File: config.mk
export PLATFORM = sky130hd
export DESIGN_NAME = ppu_scanout
export DESIGN_NICKNAME = d
export VERILOG_FILES = /design/src/rtl/ppu_video_pkg.sv /design/src/rtl/ppu_palette_ram.sv /design/src/rtl/ppu_scanout.sv
export SDC_FILE = /design/constraint.sdc
export NUM_CORES = 2
export LEC_CHECK = 0
export CELL_PAD_IN_SITES_DETAIL_PLACEMENT = 0
export CELL_PAD_IN_SITES_GLOBAL_PLACEMENT = 1
export CORE_ASPECT_RATIO = 1.75
export CORE_MARGIN = 2
export CORE_UTILIZATION = 50
export CTS_CLUSTER_SIZE = 25
export DETAILED_ROUTE_END_ITERATION = 10
export GPL_ROUTABILITY_DRIVEN = 1
export HOLD_SLACK_MARGIN = 0.03
export PLACE_DENSITY_LB_ADDON = 0.1
export SLEW_MARGIN = 20
export SYNTH_ARGS = -nofsm -noshare
export SYNTH_HDL_FRONTEND = slang
export SYNTH_SLANG_ARGS = --single-unit
File: constraint.sdc
create_clock -name clk_in -period 7.2 [get_ports clk_in]
set_input_delay 0.72 -clock clk_in [delete_from_list [all_inputs] [get_ports clk_in]]
set_output_delay 0.72 -clock clk_in [all_outputs]
set_load 0.01 [all_outputs]
File: src/rtl/ppu_video_pkg.sv
// Shared definitions for the PPU scan-out path.
//   - Raster timing defaults (320x200 visible, 400x262 total).
//   - pixel_t: packed RGB888 pixel {r, g, b}.
//   - expand5 / rgb555_to_888: RGB555 to RGB888 channel expansion.
package ppu_video_pkg;

  localparam int unsigned H_ACTIVE = 320;
  localparam int unsigned H_FRONT  = 8;
  localparam int unsigned H_SYNC   = 32;
  localparam int unsigned H_BACK   = 40;
  localparam int unsigned H_TOTAL  = H_ACTIVE + H_FRONT + H_SYNC + H_BACK;

  localparam int unsigned V_ACTIVE = 200;
  localparam int unsigned V_FRONT  = 3;
  localparam int unsigned V_SYNC   = 4;
  localparam int unsigned V_BACK   = 55;
  localparam int unsigned V_TOTAL  = V_ACTIVE + V_FRONT + V_SYNC + V_BACK;

  // Raster counter width; covers both H_TOTAL and V_TOTAL.
  localparam int unsigned CNT_W = 9;

  typedef struct packed {
    logic [7:0] r;
    logic [7:0] g;
    logic [7:0] b;
  } pixel_t;

  // Replicate the top bits into the low bits so 5'h1F maps to 8'hFF.
  function automatic logic [7:0] expand5(input logic [4:0] c);
    return {c, c[4:2]};
  endfunction

  function automatic pixel_t rgb555_to_888(input logic [14:0] c);
    pixel_t p;
    p.r = expand5(c[14:10]);
    p.g = expand5(c[9:5]);
    p.b = expand5(c[4:0]);
    return p;
  endfunction

endpackage

File: src/rtl/ppu_palette_ram.sv
// 256x15 simple dual-port palette RAM, synchronous read, read-first.
// Ports:
//   clk_in, reset_n : clock / async active-low reset (read register only)
//   we_i, waddr_i, wdata_i : write port
//   re_i, raddr_i   : read port; data appears on rdata_o one cycle after re_i
//   rdata_o         : RGB555 read data
// Memory contents are deliberately not reset.
module ppu_palette_ram (
  input  logic        clk_in,
  input  logic        reset_n,
  input  logic        we_i,
  input  logic [7:0]  waddr_i,
  input  logic [14:0] wdata_i,
  input  logic        re_i,
  input  logic [7:0]  raddr_i,
  output logic [14:0] rdata_o
);

  logic [14:0] mem_q [256];
  logic [14:0] rdata_q;

  always_ff @(posedge clk_in) begin
    if (we_i) begin
      mem_q[waddr_i] <= wdata_i;
    end
  end

  // The read samples the array before this edge's write lands: read-first.
  always_ff @(posedge clk_in or negedge reset_n) begin
    if (!reset_n) begin
      rdata_q <= '0;
    end else if (re_i) begin
      rdata_q <= mem_q[raddr_i];
    end
  end

  assign rdata_o = rdata_q;

endmodule

File: src/rtl/ppu_scanout.sv
// PPU scan-out: raster timing, index fetch, palette lookup, RGB888 output.
// Optional feature macro: PPU_FADE_EN (master brightness scaling in stage 3).
// Ports:
//   clk_in, reset_n        : clock / async active-low reset
//   pix_ce                 : pixel clock enable; all raster/pipeline state moves only when high
//   idx_data, idx_valid    : palette index stream from the compositor
//   idx_ready              : index consumed this cycle (combinational)
//   pal_we/pal_addr/pal_wdata : palette write port (RGB555)
//   brightness             : master brightness, used only with PPU_FADE_EN
//   pixel_r/g/b, hsync, vsync, de : video out, 3 enables after the counter position
//   frame_start            : pulse at raster (0,0) on pix_ce
//   line_num               : current raster line (counter stage)
//   underflow, underflow_clr : sticky missing-index flag and its clear
module ppu_scanout
  import ppu_video_pkg::*;
#(
  parameter int unsigned HActive = H_ACTIVE,
  parameter int unsigned HFront  = H_FRONT,
  parameter int unsigned HSync   = H_SYNC,
  parameter int unsigned HBack   = H_BACK,
  parameter int unsigned VActive = V_ACTIVE,
  parameter int unsigned VFront  = V_FRONT,
  parameter int unsigned VSync   = V_SYNC,
  parameter int unsigned VBack   = V_BACK
) (
  input  logic        clk_in,
  input  logic        reset_n,
  input  logic        pix_ce,
  input  logic [7:0]  idx_data,
  input  logic        idx_valid,
  output logic        idx_ready,
  input  logic        pal_we,
  input  logic [7:0]  pal_addr,
  input  logic [14:0] pal_wdata,
  input  logic [3:0]  brightness,
  output logic [7:0]  pixel_r,
  output logic [7:0]  pixel_g,
  output logic [7:0]  pixel_b,
  output logic        hsync,
  output logic        vsync,
  output logic        de,
  output logic        frame_start,
  output logic [8:0]  line_num,
  output logic        underflow,
  input  logic        underflow_clr
);

  localparam int unsigned HTotal = HActive + HFront + HSync + HBack;
  localparam int unsigned VTotal = VActive + VFront + VSync + VBack;

  localparam logic [CNT_W-1:0] HLast     = CNT_W'(HTotal - 1);
  localparam logic [CNT_W-1:0] VLast     = CNT_W'(VTotal - 1);
  localparam logic [CNT_W-1:0] HActEnd   = CNT_W'(HActive);
  localparam logic [CNT_W-1:0] VActEnd   = CNT_W'(VActive);
  localparam logic [CNT_W-1:0] HSyncBeg  = CNT_W'(HActive + HFront);
  localparam logic [CNT_W-1:0] HSyncEnd  = CNT_W'(HActive + HFront + HSync);
  localparam logic [CNT_W-1:0] VSyncBeg  = CNT_W'(VActive + VFront);
  localparam logic [CNT_W-1:0] VSyncEnd  = CNT_W'(VActive + VFront + VSync);

  // Stage 0: raster counters
  logic [CNT_W-1:0] h_cnt_q, h_cnt_d;
  logic [CNT_W-1:0] v_cnt_q, v_cnt_d;
  logic             active_s0, hsync_s0, vsync_s0;
  logic [7:0]       idx_s0;

  always_comb begin
    h_cnt_d = h_cnt_q;
    v_cnt_d = v_cnt_q;
    if (pix_ce) begin
      if (h_cnt_q == HLast) begin
        h_cnt_d = '0;
        v_cnt_d = (v_cnt_q == VLast) ? '0 : v_cnt_q + 1'b1;
      end else begin
        h_cnt_d = h_cnt_q + 1'b1;
      end
    end
  end

  always_ff @(posedge clk_in or negedge reset_n) begin
    if (!reset_n) begin
      h_cnt_q <= '0;
      v_cnt_q <= '0;
    end else begin
      h_cnt_q <= h_cnt_d;
      v_cnt_q <= v_cnt_d;
    end
  end

  assign active_s0 = (h_cnt_q < HActEnd) && (v_cnt_q < VActEnd);
  assign hsync_s0  = (h_cnt_q >= HSyncBeg) && (h_cnt_q < HSyncEnd);
  assign vsync_s0  = (v_cnt_q >= VSyncBeg) && (v_cnt_q < VSyncEnd);

  // Gated by reset_n so these combinational outputs read 0 while held in reset.
  assign idx_ready   = reset_n && pix_ce && active_s0;
  assign frame_start = reset_n && pix_ce && (h_cnt_q == '0) && (v_cnt_q == '0);

  // A missing index shows palette entry 0; the raster never stalls.
  assign idx_s0 = (idx_ready && idx_valid) ? idx_data : 8'h00;

  logic underflow_q;

  always_ff @(posedge clk_in or negedge reset_n) begin
    if (!reset_n) begin
      underflow_q <= 1'b0;
    end else if (idx_ready && !idx_valid) begin
      underflow_q <= 1'b1;
    end else if (underflow_clr) begin
      underflow_q <= 1'b0;
    end
  end

  // Stage 1: index and timing, palette read address
  logic [7:0] idx1_q;
  logic       act1_q, hs1_q, vs1_q;

  always_ff @(posedge clk_in or negedge reset_n) begin
    if (!reset_n) begin
      idx1_q <= '0;
      act1_q <= 1'b0;
      hs1_q  <= 1'b0;
      vs1_q  <= 1'b0;
    end else if (pix_ce) begin
      idx1_q <= idx_s0;
      act1_q <= active_s0;
      hs1_q  <= hsync_s0;
      vs1_q  <= vsync_s0;
    end
  end

  // Stage 2: palette data plus timing delayed alongside it
  logic [14:0] pal_rdata;
  logic        act2_q, hs2_q, vs2_q;

  ppu_palette_ram u_palette (
    .clk_in  (clk_in),
    .reset_n (reset_n),
    .we_i    (pal_we),
    .waddr_i (pal_addr),
    .wdata_i (pal_wdata),
    .re_i    (pix_ce),
    .raddr_i (idx1_q),
    .rdata_o (pal_rdata)
  );

  always_ff @(posedge clk_in or negedge reset_n) begin
    if (!reset_n) begin
      act2_q <= 1'b0;
      hs2_q  <= 1'b0;
      vs2_q  <= 1'b0;
    end else if (pix_ce) begin
      act2_q <= act1_q;
      hs2_q  <= hs1_q;
      vs2_q  <= vs1_q;
    end
  end

  pixel_t pix_raw, pix_s2;

  assign pix_raw = rgb555_to_888(pal_rdata);

`ifdef PPU_FADE_EN
  // (c8 * (brightness + 1)) >> 4; max 255 * 16 fits in 12 bits.
  function automatic logic [7:0] fade(input logic [7:0] c8, input logic [3:0] br);
    logic [11:0] prod;
    prod = 12'(c8) * 12'({1'b0, br} + 5'd1);
    return prod[11:4];
  endfunction

  always_comb begin
    pix_s2   = pix_raw;
    pix_s2.r = fade(pix_raw.r, brightness);
    pix_s2.g = fade(pix_raw.g, brightness);
    pix_s2.b = fade(pix_raw.b, brightness);
  end
`else
  logic unused_brightness;
  assign unused_brightness = ^brightness;
  assign pix_s2 = pix_raw;
`endif

  // Stage 3: output registers
  pixel_t pix_q;
  logic   de_q, hs_q, vs_q;

  always_ff @(posedge clk_in or negedge reset_n) begin
    if (!reset_n) begin
      pix_q <= '0;
      de_q  <= 1'b0;
      hs_q  <= 1'b0;
      vs_q  <= 1'b0;
    end else if (pix_ce) begin
      pix_q <= act2_q ? pix_s2 : '0;
      de_q  <= act2_q;
      hs_q  <= hs2_q;
      vs_q  <= vs2_q;
    end
  end

  assign pixel_r   = pix_q.r;
  assign pixel_g   = pix_q.g;
  assign pixel_b   = pix_q.b;
  assign de        = de_q;
  assign hsync     = hs_q;
  assign vsync     = vs_q;
  assign line_num  = v_cnt_q;
  assign underflow = underflow_q;

endmodule

==> results_dict.tcl <==
set metrics [dict create \
    place_ws_ps 2210 \
    critPathSlowestCell "dfrtp_4" \
    slowest_delay_ps 1100 \
    worstSetupStartpointType "register" \
    netlist_top_cells_area "edfxtp_1 (76%), mux4_2 (8.7%), mux2i_1 (4.7%)" \
    ys_seq_area_frac 0.771 \
    root_buffer "clkbuf_16" \
    hold_start "pal_wdata[3]" \
    relSlewSlack 0.187 \
    dieArea_um2 308000 \
    htreeDepth 5 \
    wirelength_um 420000 \
    holdWs_ps 230 \
    num_vias 75863 \
    synth_cells 7512 \
    layout.nets 7978 \
    synth_seq_cells 3906 \
    placed_area_um2 158000 \
    worst-r2r-cell-count 9 \
    drv_cap 0 \
    grt_max_degree 189 \
    die_w_um 420 \
    fin_crit_sh 0.705 \
    crit_family "compound AO/OA/AOI/OAI gates" \
    ant_nets 0 \
    worst_ir_drop_vdd_v 0.000167 \
    wl_per_cell_um 34.3 \
    yosysMostFrequentCell "edfxtp_1" \
    fin_setup_tns_ps 0 \
    power.leakage_nw 51.7 \
    avgSynthCellArea_um2 20.2 \
    ios 80 \
    crit_required_ps 8010 \
    hold_end "u_palette.mem_q[167][3]$_DFFE_PP_" \
    syn-num-nets 7558 \
    drc 0 \
    grt_pass1_wl_um 587000 \
    cp.arrival_ps 5890 \
    grt_setup_unrepaired "false" \
    finalSetupViolCount 0 \
    outcome "finished, final reports clean" \
    drive_gt1_frac 0.198 \
    cts-resized-gates 0 \
    critical_path.cell_chain "buf_12 > mux4_1 > nand2_1 > a21oi_1 > a2111oi_0 > buf_4 > nor3_1 > o2111ai_1 > o221ai_1" \
    insertion_delay_ps 920 \
    dr.pass1.iters 6 \
    netlist-cell-type-count 71 \
    synth_top_area_cell "edfxtp_1" \
    first_global_vias 77211 \
    netlist_area_um2 152000 \
    cp.depth 9 \
    final_cells 12248 \
    cts_buffers 349 \
    hp-class "in -> reg" \
    finalPower_mw 45.9 \
    clock-sinks 3906 \
    setup_slack_ps 2120 \
    clk_path_buf_depth 4 \
    r2r_setup_slack_ps 2120 \
    dpl.cell_count 11615 \
    reg2reg_to "u_palette.rdata_o[8]$_DFFE_PN0P_" \
    critical_path_class "reg -> reg" \
    grt.overflow.total 0 \
    reg2reg_from "idx1_q[0]$_DFFE_PN0P_" \
    dp_hpwl_um 258000 \
    die-height_um 732 \
    io_buffers 75 \
    period_needed_ps 5080 \
    crit_buf_inv 2 \
    maxSlewViolCount 0 \
    cp-end-kind "register" \
    finalHoldViolCount 0 \
    holdPathStages 1 \
    synthArstFlopShare 0.0169 \
    n_fill_cell 22930 \
    yosysTopAreaCellShare 0.761 \
    avgViaCountPerCell 6.19 \
    rows 267 \
    synth_ff_type "edfxtp_1" \
    drt_iter0_markers 7087 \
    area_growth_pct 12.0 \
    antenna_found_initial 16 \
    grtUsageTotal 0.272 \
    clock_skew_ps 36.7 \
    finish.utilization 0.562 \
    place_congestion 0.866 \
    worstMarginPinSlew_ps 1220 \
    maxClockFrequency_ghz 0.197 \
    clk_pin_slew_worst_paths_ps 60 \
    synth-edff-count 3840 \
    p_per_area_nw_per_um2 270 \
    cts_tree "yes" \
    netlist_top_cells_count "edfxtp_1 (3840), mux2i_1 (718), mux4_2 (583), nand2_1 (316), nor2_1 (306)" \
    ys_warn_count 0 \
    finalInstanceArea_um2 170000 \
    initial_core_util 0.502 \
    coreArea_um2 302000 \
    path_max_fanout 84 \
]
logic make-up (layout without fill, tap and decap cells):
family                   after synthesis  after routing  synth area share
AO/OA/AOI/OAI                        923            923            0.0432
multiplexers                        1337           1337             0.140
XOR/XNOR                              10             10          0.000578
adder cells (fa/ha/maj)                5              5          0.000413
other                                  0             12                 0
AND/OR/NAND/NOR                      828            828            0.0231
buffers and inverters                503           1192            0.0218
flip-flops                          3906           3906             0.771
metal layers:
| metal | share of wire | vias up | global-route usage |
|---|---|---|---|
| met2 | 0.52 | 2593 | 0.477 |
| met3 | 0.054 | 642 | 0.0342 |
| met4 | 0.056 | 8 | 0.134 |
| met5 | 0.00013 | - | 0 |
| li1 | - | 31938 | - |
| met1 | 0.36 | 40682 | 0.330 |
cell type report:
class / instances / area, um^2 / share of cell area
sequential: 3906 / 117000 / 0.689
multi-input combinational: 3103 / 31600 / 0.186
timing repair buffer: 534 / 4660 / 0.0275
inverter: 38 / 153 / 0.000899
clock buffer: 430 / 9330 / 0.0550
antenna: 12 / 30.0 / 0.000177
clock inverter: 190 / 2020 / 0.0119
tap: 4035 / 5050 / 0.0297
timing repair:
item,in CTS,in global routing
endpoints found under the hold margin,19,0
hold buffers,1,0
endpoints found under the setup margin,0,0
buffers inserted,0,0
worst max path at each step:
stage	startpoint	end	slack (ps)
floorplan	pal_addr[0]	u_palette.mem_q[237][0]$_DFFE_PP_	4360
global placement	idx1_q[2]$_DFFE_PN0P_	u_palette.rdata_o[0]$_DFFE_PN0P_	2290
detailed placement	idx1_q[0]$_DFFE_PN0P_	u_palette.rdata_o[12]$_DFFE_PN0P_	2210
CTS	idx1_q[0]$_DFFE_PN0P_	u_palette.rdata_o[8]$_DFFE_PN0P_	2220
global route	idx1_q[0]$_DFFE_PN0P_	u_palette.rdata_o[8]$_DFFE_PN0P_	2160
finish	idx1_q[0]$_DFFE_PN0P_	u_palette.rdata_o[8]$_DFFE_PN0P_	2120
cell usage in the layout (no fill, tap or decap), types with 18 or more instances in the layout:
master,n
o221ai_1,135
nand2_1,312
buf_4,425
a211oi_1,49
a2111oi_0,61
o21ai_0,95
clkbuf_1,66
o22ai_1,233
nor3_1,52
mux4_1,29
nor2_1,290
mux4_2,583
clkinv_2,52
clkbuf_16,362
a31oi_1,18
edfxtp_1,3840
nand3_1,63
inv_1,34
a21oi_1,147
mux2i_1,718
buf_12,31
bufinv_16,45
clkinv_1,81
dfrtp_1,62
a221oi_1,75
clkdlybuf4s50_1,58
nand4_1,22
flip-flops by register name, indices dropped and copies added (netlist names):
name	flops
u_palette.mem_q	3840
u_palette.rdata_o	15
h_cnt_q	9
line_num	9
idx1_q	8
pixel_b	5
pixel_g	5
pixel_r	5
act1_q	1
act2_q	1
de	1
hs1_q	1
hs2_q	1
hsync	1
underflow	1
vs1_q	1
vs2_q	1
vsync	1
where the power goes:
part | switching, mW | leakage [nW] | internal (mW)
Clock | 8.14 | 5.54 | 10.8
Sequential | 0.100 | 35.4 | 25.1
Combinational | 1.27 | 10.8 | 0.556
No activity file was read; power rests on OpenSTA's default activity.
